**src/rtl/cbtest_pkg.sv**
```systemverilog
// Shared encodings and helpers for the colour-bar test sequencer.
// Mode inputs, applied-state enum and palette index stepping.
package cbtest_pkg;

    localparam logic [1:0] MODE_HOLD   = 2'b00;
    localparam logic [1:0] MODE_AUTO   = 2'b01;
    localparam logic [1:0] MODE_MANUAL = 2'b10;

    localparam logic [2:0] PAL_IDX_MIN = 3'd1;
    localparam logic [2:0] PAL_IDX_MAX = 3'd7;

    typedef enum logic [1:0] {
        S_HOLD   = 2'd0,
        S_AUTO   = 2'd1,
        S_MANUAL = 2'd2
    } state_e;

    // 2'b11 is an alias for HOLD.
    function automatic state_e mode_to_state(input logic [1:0] m);
        case (m)
            MODE_AUTO:   return S_AUTO;
            MODE_MANUAL: return S_MANUAL;
            default:     return S_HOLD;
        endcase
    endfunction

    // Skips index 0 (black).
    function automatic logic [2:0] next_index(input logic [2:0] idx);
        return (idx == PAL_IDX_MAX) ? PAL_IDX_MIN : idx + 3'd1;
    endfunction

endpackage

```
**src/rtl/sync_rise_detect.sv**
```systemverilog
// Optional flop synchroniser followed by a rising-edge detector.
// SYNC_STAGES=0 detects edges on an input already in the clk domain.
module sync_rise_detect
    import cbtest_pkg::*;
#(
    parameter int unsigned SYNC_STAGES = 2
) (
    input  logic clk,
    input  logic reset,
    input  logic din,
    output logic rise
);

    logic synced;
    logic prev_q;

    if (SYNC_STAGES == 0) begin : g_direct
        assign synced = din;
    end else begin : g_sync
        logic [SYNC_STAGES-1:0] sync_q;
        logic [SYNC_STAGES:0]   sync_in;

        assign sync_in = {sync_q, din};

        always_ff @(posedge clk) begin
            if (reset) begin
                sync_q <= '0;
            end else begin
                sync_q <= sync_in[SYNC_STAGES-1:0];
            end
        end

        assign synced = sync_q[SYNC_STAGES-1];
    end

    always_ff @(posedge clk) begin
        if (reset) begin
            prev_q <= 1'b0;
        end else begin
            prev_q <= synced;
        end
    end

    assign rise = synced & ~prev_q;

endmodule

```
**src/rtl/cbtest_frame_sequencer.sv**
```systemverilog
// Frame-synchronous palette index / tile mode sequencer for the colour-bar test path.
// All settings update only on the edge following the first active vsync cycle.
module cbtest_frame_sequencer
    import cbtest_pkg::*;
#(
    parameter int unsigned FRAMES_PER_STEP = 60,
    parameter int unsigned VSYNC_ACT_LOW   = 1,
    parameter int unsigned IDX_RESET       = 7
) (
    input  logic       clk,
    input  logic       reset,
    input  logic       vsync,
    input  logic [1:0] mode,
    input  logic       step_btn,
    output logic [2:0] color_index,
    output logic       tile_en,
    output logic       frame_strobe,
    output logic       step_pending
);

    localparam int unsigned    CntW     = $clog2(FRAMES_PER_STEP + 1);
    localparam logic [CntW-1:0] CntLast = CntW'(FRAMES_PER_STEP - 1);
    localparam logic [2:0]     IdxReset = 3'(IDX_RESET);

    logic vs_act;
    logic boundary;
    logic btn_rise;
    logic adv;

    state_e          state_q, state_d;
    logic [CntW-1:0] cnt_q, cnt_d;
    logic [2:0]      idx_q, idx_d;
    logic            tile_q, tile_d;
    logic            strobe_q, strobe_d;
    logic            pend_q, pend_d;

    assign vs_act = vsync ^ 1'(VSYNC_ACT_LOW);

    sync_rise_detect #(
        .SYNC_STAGES (0)
    ) u_vs_edge (
        .clk   (clk),
        .reset (reset),
        .din   (vs_act),
        .rise  (boundary)
    );

    sync_rise_detect #(
        .SYNC_STAGES (2)
    ) u_btn_edge (
        .clk   (clk),
        .reset (reset),
        .din   (step_btn),
        .rise  (btn_rise)
    );

    always_ff @(posedge clk) begin
        if (reset) begin
            state_q  <= S_HOLD;
            cnt_q    <= '0;
            idx_q    <= IdxReset;
            tile_q   <= 1'b0;
            strobe_q <= 1'b0;
            pend_q   <= 1'b0;
        end else begin
            state_q  <= state_d;
            cnt_q    <= cnt_d;
            idx_q    <= idx_d;
            tile_q   <= tile_d;
            strobe_q <= strobe_d;
            pend_q   <= pend_d;
        end
    end

    always_comb begin
        state_d  = state_q;
        cnt_d    = cnt_q;
        idx_d    = idx_q;
        tile_d   = tile_q;
        strobe_d = boundary;
        pend_d   = pend_q;
        adv      = 1'b0;

        if (state_q == S_MANUAL && btn_rise) begin
            pend_d = 1'b1;
        end

        if (boundary) begin
            state_d = mode_to_state(mode);
            if (state_d != state_q) begin
                // A mode switch consumes this boundary: no advance, fresh count.
                cnt_d  = '0;
                pend_d = 1'b0;
            end else begin
                unique case (state_q)
                    S_AUTO: begin
                        if (cnt_q == CntLast) begin
                            adv   = 1'b1;
                            cnt_d = '0;
                        end else begin
                            cnt_d = cnt_q + 1'b1;
                        end
                    end
                    S_MANUAL: begin
                        if (pend_q) begin
                            adv    = 1'b1;
                            // An edge coinciding with this boundary waits for the next one.
                            pend_d = btn_rise;
                        end
                    end
                    default: begin
                        cnt_d  = '0;
                        pend_d = 1'b0;
                    end
                endcase
            end
        end

        if (adv) begin
            idx_d = next_index(idx_q);
            if (idx_q == PAL_IDX_MAX) begin
                tile_d = ~tile_q;
            end
        end
    end

    assign color_index  = idx_q;
    assign tile_en      = tile_q;
    assign frame_strobe = strobe_q;
    assign step_pending = pend_q;

endmodule

```
**config.mk**
```make
export PLATFORM = sky130hd
export DESIGN_NAME = cbtest_frame_sequencer
export DESIGN_NICKNAME = d
export VERILOG_FILES = /design/src/rtl/cbtest_pkg.sv /design/src/rtl/sync_rise_detect.sv /design/src/rtl/cbtest_frame_sequencer.sv
export SDC_FILE = /design/constraint.sdc
export NUM_CORES = 1
export LEC_CHECK = 0
export ABC_CLOCK_PERIOD_IN_PS = 2110
export CORE_MARGIN = 5
export CORE_UTILIZATION = 50
export CTS_BUF_LIST = sky130_fd_sc_hd__clkbuf_2
export CTS_CLUSTER_DIAMETER = 60
export DETAILED_ROUTE_END_ITERATION = 16
export PLACE_DENSITY = 0.72
export SYNTH_ARGS = -nofsm -noshare
export SYNTH_HDL_FRONTEND = slang
export SYNTH_SLANG_ARGS = --single-unit
export TNS_END_PERCENT = 100
```
**constraint.sdc**
```tcl
create_clock -name clk -period 2.11 [get_ports clk]
set_clock_uncertainty 0.1 [all_clocks]
set_input_delay 0.211 -clock clk [delete_from_list [all_inputs] [get_ports clk]]
set_output_delay 0.211 -clock clk [all_outputs]
set_load 0.005 [all_outputs]
```
Word level (Yosys, flattened, before mapping). Index checks and enable logic that the tools add are counted.

Output and inout port bits: 6. Input port bits: 6. Register bits: 18. Logic and storage cells: 44.

Add/sub/neg operators: 2. Multiplexer cells: 16. Eq/ne operators: 8. Bitwise operators: 6. Reductions and logical operators: 3.

Operator list (count): 6-bit two-way mux (2); 6-bit one-hot mux with 2 select lines (1); 1-bit two-way mux (8); 6-bit by 1-bit adder with 6-bit output, second input constant (1); 6-bit == test, second input constant (1); 2-bit by 1-bit == test with 1-bit output, second input constant (2); 2-bit == test, second input constant (2); 1-bit NOT (4); 1-bit one-hot mux with 2 select lines (2); 2-bit one-hot mux with 2 select lines (1); 2-bit AND reduction (2); 3-bit by 1-bit adder with 3-bit output, second input constant (1); 3-bit == test, second input constant (1); 3-bit two-way mux (1); 1-bit bitwise AND (2); 2-bit two-way mux (1); 2-bit by 1-bit inequality test with 1-bit output, second input constant (1); 2-bit inequality test (1); 1-bit logical AND (1).

Longest topological paths before layout. Gate-level depths: netlist of the first run.

Depth in word-level cells: 8. Gate-level depth with buffers: 6. Mapped depth without buffers: 6.

By module. A second synthesis of the first run with hierarchy kept.

Cells, all modules: 107. Area, all modules: 1039.7 sq um.

Modules (own cells, without submodules): cbtest_frame_sequencer (seq. area each 280.3 sq um, area an instance 904.6 sq um, cells each 97, times used 1); sync_rise_detect at u_btn_edge (seq. area each 60.1 sq um, area an instance 87.6 sq um, cells each 7, times used 1); sync_rise_detect at u_vs_edge (seq. area each 20.0 sq um, area an instance 47.5 sq um, cells each 3, times used 1).

Least setup slack after synthesis of the first run. Ideal clock, no wire load.

Path kind: flip-flop to flip-flop. Start: reg cnt_q[0]. End: reg tile_q (netlist: tile_en). Period minus slack after synthesis: 1.797 ns. Setup slack: 0.313 ns. Data required time: 1.887 ns. Arrival time: 1.574 ns. Setup time: 0.123 ns. Path buffers: 0. Cell stages (with the launch flop): 7. Path through: dfxtp_1 ha_1 nand2_2 nor3_2 a22oi_2 a2111oi_4 mux2_1.

Cells in the longest elaborated chain, start to end: 6.

Ends and longest elaborated chain: start: declaration (line cbtest_frame_sequencer.sv:31) `logic [CntW-1:0] cnt_q, cnt_d;`; start signal: assignment (line cbtest_frame_sequencer.sv:67) `cnt_q <= cnt_d;`; 6-bit == test (line cbtest_frame_sequencer.sv:97) `if (cnt_q == CntLast) begin`; 1-bit two-way mux (line cbtest_frame_sequencer.sv:97); 1-bit one-hot mux with 2 select lines (line cbtest_frame_sequencer.sv:95) `unique case (state_q)`; 1-bit two-way mux (line cbtest_frame_sequencer.sv:90) `if (state_d != state_q) begin`; 1-bit two-way mux (line cbtest_frame_sequencer.sv:88) `if (boundary) begin`; 2-bit AND reduction (no source line); end signal: assignment (line cbtest_frame_sequencer.sv:69) `tile_q <= tile_d;`; end: declaration (line cbtest_frame_sequencer.sv:33) `logic tile_q, tile_d;`.

Every way passes these cells. A chain may end at the register's enable or synchronous reset.

Final worst setup path of the first run.
Start: reg cnt_q[1]. End: reg tile_q (netlist: tile_en).

The elaborated chain is that of the path after synthesis.

==> results of run 1 <==
## path summary, 6_finish.rpt
| check | end | slack [ps] | cells past startpoint |
|---|---|---|---|
| max | tile_en$_SDFFE_PP0P_ | 180 | 6 |
| min | u_btn_edge.g_sync.sync_q[0]$_SDFF_PP0_ | 340 | 2 |
| max reg2reg | tile_en$_SDFFE_PP0P_ | 180 | 6 |
| min reg2reg | u_btn_edge.g_sync.sync_q[1]$_SDFF_PP0_ | 360 | 1 |
## through the flow
stage / hold slack [ps] / utilization [%] / std cells
finish: 338 / 60.9 / 143
detailed placement: 330 / 60.0 / 140
global route: 316 / 60.9 / 143
floorplan: 183 / - / 101
CTS: 325 / 60.8 / 143
global placement: 316 / 60.0 / 140
## sequential cells by signal (all words and copies together) (netlist names)
| register | flops |
|---|---|
| color_index | 3 |
| u_vs_edge.prev_q | 1 |
| u_btn_edge.prev_q | 1 |
| frame_strobe | 1 |
| state_q | 2 |
| step_pending | 1 |
| cnt_q | 6 |
| u_btn_edge.g_sync.sync_q | 2 |
| tile_en | 1 |
## final cells by class
type                       instances  area, um^2
fill                             186         752
multi-input combinational         73         597
sequential                        18         362
timing repair buffer              14         133
tap                               27        33.8
inverter                           8        30.0
clock buffer                       3        15.0
## cells in the final DEF (no fill, tap or decap), types with 2 or more instances in the layout
cell type,synthesis,routed
a21oi_1,3,3
buf_4,0,3
clkbuf_2,0,3
clkdlybuf4s50_1,0,11
dfxtp_1,18,17
ha_1,5,5
inv_1,8,8
mux2i_1,4,4
nand2_1,6,6
nand2b_1,2,2
nand3_1,2,2
nand3b_1,4,4
nand4_1,5,5
nor2_1,10,10
nor2b_1,4,4
o211ai_1,2,2
o221ai_1,2,2
## power groups by stage
stage / registers (W) / logic [W] / clock network [W]
2_1_floorplan: 0.000357 / 0.0000499 / 0
3_3_place_gp: 0.000357 / 0.0000737 / 0
3_5_place_dp: 0.000357 / 0.0000753 / 0
4_1_cts: 0.000350 / 0.0000753 / 0.000150
5_1_grt: 0.000351 / 0.0000822 / 0.000170
6_report: 0.000350 / 0.0000748 / 0.000144
## logic make-up after synthesis
family	synth area share, %
AOI/OAI and AO/OA	18.0
xor gates and xnor gates	0.881
adders and majority gates	6.29
buffers and inverters	3.77
DFF	36.2
muxes	5.16
and+or+nand+nor	29.7
## timing repair
item | in CTS | in global routing
hold endpoints to repair | 0 | 0
setup endpoints to repair | 0 | 1
resized for setup | 0 | 1
## metal layers
| layer | up-vias | GRT usage [%] | share of wire (%) |
|---|---|---|---|
| met2 | 13 | 23.4 | 47 |
| met5 | - | 0 | 0 |
| met4 | 0 | 10.8 | 2.6 |
| met3 | 5 | 3.27 | 3.6 |
| li1 | 395 | - | - |
| met1 | 351 | 17.5 | 46 |
==> results by group, run 1 <==
Logic synthesis
  • Top post-synthesis cells by area: dfxtp_1 (36%), ha_1 (6.3%), mux2i_1 (4.0%)
  • Synth Cell Area: 995 um^2
  • Yosys top cell by area: dfxtp_1
  • Synthesized instance count: 101
  • Syn Area/Cell: 9.85 um^2
  • Asr flop ratio synth: 0%
  • Syn_nets: 112
  • Area share of the largest cell type after synthesis: 36.2%
  • Synth Flop Type: dfxtp_1
  • Number of flops mapped to enable cells by yosys: 0
  • Sequential area share after synthesis: 36.2%
  • Top post-synthesis cells by count: dfxtp_1 (18), nor2_1 (10), inv_1 (8)
  • Synth warn: 0
  • Synth cell types: 39
  • Seq cells post-synth: 18
  • Most numerous cell in the Yosys netlist: dfxtp_1

Power
  • Comb pwr share: 13.2%
  • Leak: 0.393 nW
  • Clock power share: 25.3%
  • Sequential power share: 61.6%
  • Max VDD drop: 0.000375 V
  • Pwr Total: 0.000569 W
  • Switching fraction of total power: 26.4%
  • Power Density: 486 nW/um^2
  • Switch Pwr: 0.000150 W
  • Int Power: 0.000418 W

Setup path
  • Setup crit start: cnt_q[1]$_SDFFE_PP0P_
  • Critical path arrival: 2050 ps
  • Endpoint class of the critical path: register
  • Worst path cell trace: ha_1, nand2_2, nor3_2, a22oi_2, a2111oi_4, mux2_1
  • Bufs and invs on worst path: 0
  • CP max stage cell: dfxtp_1
  • Worst path top cell family by delay: compound AO/OA/AOI/OAI gates
  • RR Startpoint: cnt_q[1]$_SDFFE_PP0P_
  • CP startpoint kind: register
  • WS Path Type: register to register
  • Crit path required time: 2220 ps
  • CP max stage delay: 390 ps
  • CP max FO: 4

Global routing
  • Pin count of the biggest net entering global routing: 18
  • Global-route wire length before repair: 3080 um
  • Antenna violations before repair: 0
  • Total gr overflow: 0
  • All-layer global routing usage: 14.9%
  • Vias in the first global route: 753

Status
  • Status: finished, final reports clean

STA
  • Period minus WS final: 1930 ps
  • TNS Setup: 0 ps
  • Final hold violations: 0
  • # setup viols final: 0
  • Final Max Tran Viols: 0
  • RSZ-0062 raised after global routing: false
  • Fin worst setup slack: 175 ps
  • Slew Limit Headroom: 75.1%
  • Fmax: 517 MHz
  • Final Cycle Share: 91.7%
  • Worst-margin pin slew: 372 ps

Detailed routing
  • DR WL/cell: 12.6 um
  • Via-per-instance ratio: 5.34
  • Detailed Route WL: 1800 um
  • DR iter-0 viols: 3
  • # DRC: 0
  • Antenna Nets Post-Route: 0
  • Detailed-route via count: 764
  • Pre-Repair DR Iteration Count: 2

Cells and area
  • N_diodes: 0
  • Area growth, synth to finish: 17.6%
  • Post-layout nets: 129
  • Final Cell Area: 1170 um^2
  • Fraction of layout cells with a size suffix above 1: 16.4%

Clocking
  • Clk sinks: 18
  • Hold_buf cts: 0
  • CTS root buf: clkbuf_2
  • Worst-Skew Late Latency: 310 ps
  • CTS clock-pin slew for the worst setup and hold paths: 160 ps
  • CTS tree: built
  • H-tree depth: 1
  • Number of post-CTS setup repair buffers: 0
  • Longest Clk Path Bufs: 2
  • Num CTS Buffers: 3

Placed design
  • RePlAce Congestion: 0.766
  • Port Buffers: 11
  • Area after DPL: 1150 um^2
  • Hpwl dp: 1380 um
  • Place WS: 14.7 ps

Die
  • DIE WIDTH: 54.6 um
  • Die Y: 54.6 um
  • Die area: 2980 um^2
  • # IOs: 12
  • Initial Utilization: 51.8%
  • Core region area: 1920 um^2
  • FP Rows: 16

Hold path
  • Worst min-delay path class: input pin to register
  • Critical hold path startpoint: step_btn

Run
  • Max-cap violations: 0
No activity file was read; power rests on OpenSTA's default activity.
==> run 2, diff against run 1 <==
PLACE_DENSITY = 0.71   (was 0.72)
SYNTH_HIERARCHICAL = 1   (was unset)
==> run 2 against run 1 <==
  * Sequential power about the same
  * Critical path depth down 1
  * Total power rose by 1.9%
  * Register-to-register slack better by 99 ps
  * Routed wire length up 5.6%
  * Cell count grew 4.2%
  * First-iteration DRC count rose to 2.7 times the previous value
  * Clock-buffer cell count unchanged
  * Clock power is essentially flat
  * Critical endpoint is now cnt_q[3]$_SDFFE_PP0P_
  * Largest cell class unchanged
  * Largest power group unchanged
==> results by group, run 2 <==
Logic synthesis
  • Multiplexer share of the synthesized area: 5.90% (+0.74 points)
  • Synth warn: 6 (+6)
  • Main combinational cell family by area after synthesis: simple AND/OR/NAND/NOR gates
  • Sequential area share after synthesis: 34.7% (-1.6 points)
  • Post-Synth Adder-Cell Area: 6.02% (-0.27 points)
  • Yosys top cell by area: dfxtp_1
  • Area share of the largest cell type after synthesis: 34.7% (-1.6 points)
  • Simple-gate area share of the yosys netlist: 31.6% (+2.0 points)
  • Synth cell types: 37 (-5.1%)
  • Top post-synthesis cells by area: dfxtp_1 (35%), ha_1 (6.0%), mux2i_1 (4.8%)
  • Most numerous cell in the Yosys netlist: dfxtp_1
  • Asr flop ratio synth: 0% (unchanged)
  • Syn_nets: 118 (+5.4%)
  • Seq cells post-synth: 18 (unchanged)
  • Synthesized instance count: 107 (+5.9%)
  • Synth Cell Area: 1040 um^2 (+4.5%)
  • Xor-xnor portion of the synthesized cell area: 0.842% (-0.038 points)
  • Number of flops mapped to enable cells by yosys: 0 (unchanged)
  • Synth Flop Type: dfxtp_1
  • Top post-synthesis cells by count: dfxtp_1 (18), nor2_1 (11), nand3_1 (8)
  • Compound-Gate Fraction of Synth Area: 18.1% (+0.063 points)
  • Syn Area/Cell: 9.72 um^2 (-1.3%)

Detailed routing
  • Detailed-route via count: 804 (+5.2%)
  • Detailed Route WL: 1900 um (+5.6%)
  • # DRC: 0 (unchanged)
  • Via-per-instance ratio: 5.40 (+1.0%)
  • Antenna Nets Post-Route: 0 (unchanged)
  • DR WL/cell: 12.7 um (+1.4%)
  • DR iter-0 viols: 8 (+5)
  • Pre-Repair DR Iteration Count: 4 (+2)

Clocking
  • Num CTS Buffers: 3 (unchanged)
  • Hold_buf cts: 0 (unchanged)
  • H-tree depth: 1 (unchanged)
  • Worst-Skew Late Latency: 290 ps (-20 ps)
  • CTS root buf: clkbuf_2
  • Resize count post-CTS: 0 (unchanged)
  • Number of post-CTS setup repair buffers: 0 (unchanged)
  • CTS tree: built
  • Longest Clk Path Bufs: 2 (unchanged)
  • Clk sinks: 18 (unchanged)
  • CTS clock-pin slew for the worst setup and hold paths: 170 ps (about the same)

STA
  • Fmax: 545 MHz (+5.4%)
  • # setup viols final: 0 (unchanged)
  • Fin worst setup slack: 274 ps (+98.7 ps)
  • Period minus WS final: 1840 ps (-98.7 ps)
  • Slew Limit Headroom: 72.9% (-2.2 points)
  • TNS Setup: 0 ps (unchanged)
  • Worst-margin pin slew: 402 ps (+29.2 ps)
  • Final hold violations: 0 (unchanged)
  • Hold Slack: 353 ps (+14.6 ps)
  • Final Cycle Share: 87.0% (-4.7 points)
  • Final Max Tran Viols: 0 (unchanged)
  • RSZ-0062 raised after global routing: false

Setup path
  • Worst path top cell family by delay: compound AO/OA/AOI/OAI gates
  • Critical path arrival: 1900 ps (-150 ps)
  • Reg-to-reg slack, setup: 270 ps (+100 ps)
  • Endpoint class of the critical path: register
  • Crit path required time: 2180 ps (-40 ps)
  • CP startpoint kind: register
  • WS Path Type: register to register
  • Worst path cell trace: inv_1, ha_1, and2_0, o311ai_0, o211ai_1
  • CP max stage delay: 450 ps (+60 ps)
  • Bufs and invs on worst path: 1 (+1)
  • CP max FO: 7 (+3)
  • CP max stage cell: dfxtp_1

Placed design
  • Port Buffers: 11 (unchanged)
  • Area after DPL: 1190 um^2 (+3.3%)
  • Place WS: 49.6 ps (+35.0 ps)
  • Hpwl dp: 1490 um (+8.1%)
  • RePlAce Congestion: 0.833 (+8.7%)

Die
  • FP Rows: 16 (unchanged)
  • Die Y: 55.6 um (+1.8%)
  • Core region area: 1980 um^2 (+3.1%)
  • Die area: 3090 um^2 (+3.7%)
  • DIE WIDTH: 55.6 um (+1.8%)
  • # IOs: 12 (unchanged)
  • Initial Utilization: 52.5% (+0.70 points)

Cells and area
  • Commonest non-fill, non-tap cell in the layout: dfxtp_1
  • Commonest cells after routing, fill and taps aside: dfxtp_1 (18), nor2_1 (11), clkdlybuf4s50_1 (11)
  • Post-layout nets: 134 (+3.9%)
  • Area growth, synth to finish: 16.4%
  • Biggest register: cnt_q
  • Number of flip-flops in the largest register: 6 (unchanged)
  • Filler cells: 180 (-3.2%)
  • Fraction of layout cells with a size suffix above 1: 16.4% (about the same)
  • Area of the multi-input gates: 649 um^2 (+8.8%)
  • N_diodes: 0 (unchanged)
  • Register area: 360 um^2 (-0.35%)
  • Final Cell Area: 1210 um^2 (+3.4%)

Global routing
  • Met3 Use GR: 2.32% (-0.95 points)
  • GRT Max-Usage Layer: met2
  • Antenna violations before repair: 0 (unchanged)
  • Pin count of the biggest net entering global routing: 18 (unchanged)
  • All-layer global routing usage: 13.6% (-1.2 points)
  • M2 GR Usage: 22.8% (-0.62 points)
  • Vias in the first global route: 799 (+6.1%)
  • Total gr overflow: 0 (unchanged)
  • Global-route wire length before repair: 3510 um (+14%)
  • Met1 GRT Util: 17.7% (+0.16 points)

Power
  • Pwr Total: 0.000580 W (+1.9%)
  • Max VDD drop: 0.000301 V (-20%)
  • Leak: 0.469 nW (+19%)
  • Power Density: 479 nW/um^2 (-1.4%)

Status
  • Status: finished, final reports clean

Run
  • Max-cap violations: 0 (unchanged)

Hold path
  • Worst min-delay path class: input pin to register
-- run 2: worst register-to-register path, delay by kind of cell, from the launching register on --
family                   cells  cell delay, ps
AND/OR/NAND/NOR              1             240
AO/OA/AOI/OAI                2             580
flip-flops                   1             450
adder cells (fa/ha/maj)      1             280
buffers and inverters        1              70
-- run 2: path summary, 6_finish.rpt --
| path | cells past startpoint | end | startpoint |
|---|---|---|---|
| worst max-delay path | 5 | cnt_q[3]$_SDFFE_PP0P_ | state_q[0]$_SDFFE_PP0P_ |
| worst min-delay path | 2 | u_btn_edge/g_sync.sync_q[0]$_SDFF_PP0_ | step_btn |
| worst max register to register | 5 | cnt_q[3]$_SDFFE_PP0P_ | state_q[0]$_SDFFE_PP0P_ |
| worst min register to register | 1 | u_btn_edge/g_sync.sync_q[1]$_SDFF_PP0_ | u_btn_edge/g_sync.sync_q[0]$_SDFF_PP0_ |
-- run 2: logic make-up after synthesis --
family,Yosys count
compound gates,23
flops,18
mux,6
xor+xnor,1
buf+inv,8
fa+ha+maj,5
simple gates,46
-- run 2: stage by stage --
stage / std cells / util [%]
finish: 149 / 61.0
global route: 149 / 61.0
CTS: 149 / 61.0
detailed placement: 145 / 60.1
global placement: 145 / 60.1
floorplan: 107 / -
-- run 2: routing by layer --
layer  vias to the layer above  part of all wire (%)
li1                        422                     -
met1                       363                    48
met2                        15                    47
met3                         4                   3.9
met4                         0                   1.1
met5                         -                     0
-- run 2: layout make-up --
type / count / area share, %
Tap cell: 27 / 2.79
Inverter: 6 / 1.86
Timing Repair Buffer: 13 / 10.3
Multi-Input combinational cell: 81 / 53.7
Sequential cell: 18 / 29.8
Clock buffer: 3 / 1.24
Clock inverter: 1 / 0.310
-- run 2: power breakdown --
group	internal, W	switching [W]	total, W
Clock	0.0000412	0.000103	0.000144
Combinational	0.0000420	0.0000435	0.0000854
Sequential	0.000346	0.00000415	0.000350
Total	0.000429	0.000150	0.000580
==> run 3, diff against run 2 <==
GPL_ROUTABILITY_DRIVEN = 0   (was unset)
SETUP_SLACK_MARGIN = 0.1   (was unset)
SKIP_CTS_REPAIR_TIMING = 1   (was unset)
==> run 3 against run 2 <==
  * Non-clock buffer count unchanged
  * Sequential power about the same
  * First-iteration DRC count unchanged
  * Critical endpoint is now cnt_q[4]$_SDFFE_PP0P_
  * Largest cell class unchanged
==> results by group, run 3 (synthesis results as in run 2) <==
STA
  • RSZ-0062 raised after global routing: false
  • Slew Limit Headroom: 73.9% (+1.0 points)
  • Final Max Tran Viols: 0 (unchanged)
  • Worst-margin pin slew: 386 ps (-15.5 ps)
  • # setup viols final: 0 (unchanged)
  • Period minus WS final: 1820 ps (-12.4 ps)
  • Final hold violations: 0 (unchanged)
  • Fmax: 548 MHz (+0.68%)
  • Final Cycle Share: 86.4% (-0.59 points)
  • TNS Setup: 0 ps (unchanged)

Cells and area
  • Post-layout nets: 134 (unchanged)
  • Number of flip-flops in the largest register: 6 (unchanged)
  • Commonest non-fill, non-tap cell in the layout: dfxtp_1
  • Final Cell Area: 1210 um^2 (unchanged)
  • Filler cells: 180 (unchanged)
  • N_diodes: 0 (unchanged)
  • Final Non-Filler Cells: 149 (unchanged)
  • Commonest cells after routing, fill and taps aside: dfxtp_1 (18), nor2_1 (11), clkdlybuf4s50_1 (11)
  • Biggest register: cnt_q
  • Fraction of layout cells with a size suffix above 1: 16.4% (unchanged)
  • Area growth, synth to finish: 16.4% (unchanged)

Detailed routing
  • DR iter-0 viols: 8 (unchanged)
  • Via-per-instance ratio: 5.40 (unchanged)
  • Pre-Repair DR Iteration Count: 4 (unchanged)
  • Detailed-route via count: 804 (unchanged)
  • Antenna Nets Post-Route: 0 (unchanged)
  • # DRC: 0 (unchanged)
  • DR WL/cell: 12.7 um (unchanged)
  • Detailed Route WL: 1900 um (unchanged)

Setup path
  • RR Startpoint: state_q[0]$_SDFFE_PP0P_
  • CP max stage delay: 450 ps (about the same)
  • CP max FO: 7 (unchanged)
  • CP max stage cell: dfxtp_1
  • CP startpoint kind: register
  • Endpoint class of the critical path: register
  • Worst path top cell family by delay: compound AO/OA/AOI/OAI gates
  • Setup crit start: state_q[0]$_SDFFE_PP0P_
  • Worst path cell trace: inv_1, ha_1, and2_0, o311ai_0, o211ai_1
  • Crit path required time: 2180 ps (about the same)
  • WP depth: 5 (unchanged)
  • Reg2Reg Depth: 5 (unchanged)
  • WS Path Type: register to register
  • Bufs and invs on worst path: 1 (unchanged)
  • Critical path arrival: 1890 ps (about the same)

Die
  • FP Rows: 16 (unchanged)
  • Initial Utilization: 52.5% (unchanged)
  • # IOs: 12 (unchanged)
  • Core region area: 1980 um^2 (unchanged)
  • Die area: 3090 um^2 (unchanged)
  • Die Y: 55.6 um (unchanged)
  • DIE WIDTH: 55.6 um (unchanged)

Global routing
  • Pin count of the biggest net entering global routing: 18 (unchanged)
  • Vias in the first global route: 799 (unchanged)
  • Antenna violations before repair: 0 (unchanged)
  • All-layer global routing usage: 13.6% (unchanged)
  • Total gr overflow: 0 (unchanged)
  • Global-route wire length before repair: 3510 um (unchanged)

Hold path
  • Hold path depth: 2 (unchanged)
  • Critical hold path startpoint: step_btn
  • Worst min-delay path class: input pin to register

Power
  • Max VDD drop: 0.000301 V (about the same)
  • Leak: 0.470 nW (+0.25%)
  • Power Density: 479 nW/um^2 (about the same)
  • Pwr Total: 0.000580 W (about the same)

Clocking
  • CTS root buf: clkbuf_2
  • Longest Clk Path Bufs: 2 (unchanged)
  • Num CTS Buffers: 3 (unchanged)
  • Clk sinks: 18 (unchanged)
  • H-tree depth: 1 (unchanged)
  • CTS clock-pin slew for the worst setup and hold paths: 170 ps (about the same)
  • CTS tree: built
  • Worst-Skew Late Latency: 290 ps (about the same)

Status
  • Status: finished, final reports clean

Run
  • Max-cap violations: 0 (unchanged)

Placed design
  • Hpwl dp: 1490 um (unchanged)
  • Area after DPL: 1190 um^2 (unchanged)
  • Port Buffers: 11 (unchanged)
  • Placed cell count: 145 (unchanged)
-- run 3: cell count changes in the layout (fill, tap and decap cells not counted) --
cell      change
o311ai_1      +1
o311ai_0      -1
-- run 3: worst paths after layout --
kind	end	slack, ps
min	u_btn_edge/g_sync.sync_q[0]$_SDFF_PP0_	350
max	cnt_q[4]$_SDFFE_PP0P_	290
max reg2reg	cnt_q[4]$_SDFFE_PP0P_	290
min reg2reg	u_btn_edge/g_sync.sync_q[1]$_SDFF_PP0_	360
-- run 3: power by group --
part	switching, W	internal (W)	leakage [nW]	total (W)
logic	0.0000436	0.0000420	0.310	0.0000856
registers	0.00000415	0.000346	0.146	0.000350
clock network	0.000103	0.0000412	0.0140	0.000144
total	0.000150	0.000429	0.470	0.000580
-- run 3: cell type report --
cell class | instances | area [um^2] | share of cell area, %
inverters | 6 | 22.5 | 1.86
well taps | 27 | 33.8 | 2.79
clock inverters | 1 | 3.75 | 0.310
repair buffers | 13 | 125 | 10.3
multi-input cells | 81 | 649 | 53.7
clock buffers | 3 | 15.0 | 1.24
flip-flops and latches | 18 | 360 | 29.8
-- run 3: per-stage QoR --
step	setup WS (ps)	util (%)	hold slack, ps
2_1_floorplan	497	-	175
3_3_place_gp	78.2	60.1	325
3_5_place_dp	49.6	60.1	336
4_1_cts	270	61.0	342
5_1_grt	118	61.0	330
6_report	286	61.0	353
-- run 3: metal layers --
metal  vias up  part of all wire (%)  GRT usage, %
met5         -                     0             0
met4         0                   1.1          4.51
met3         4                   3.9          2.32
met2        15                    47          22.8
met1       363                    48          17.7
li1        422                     -             -
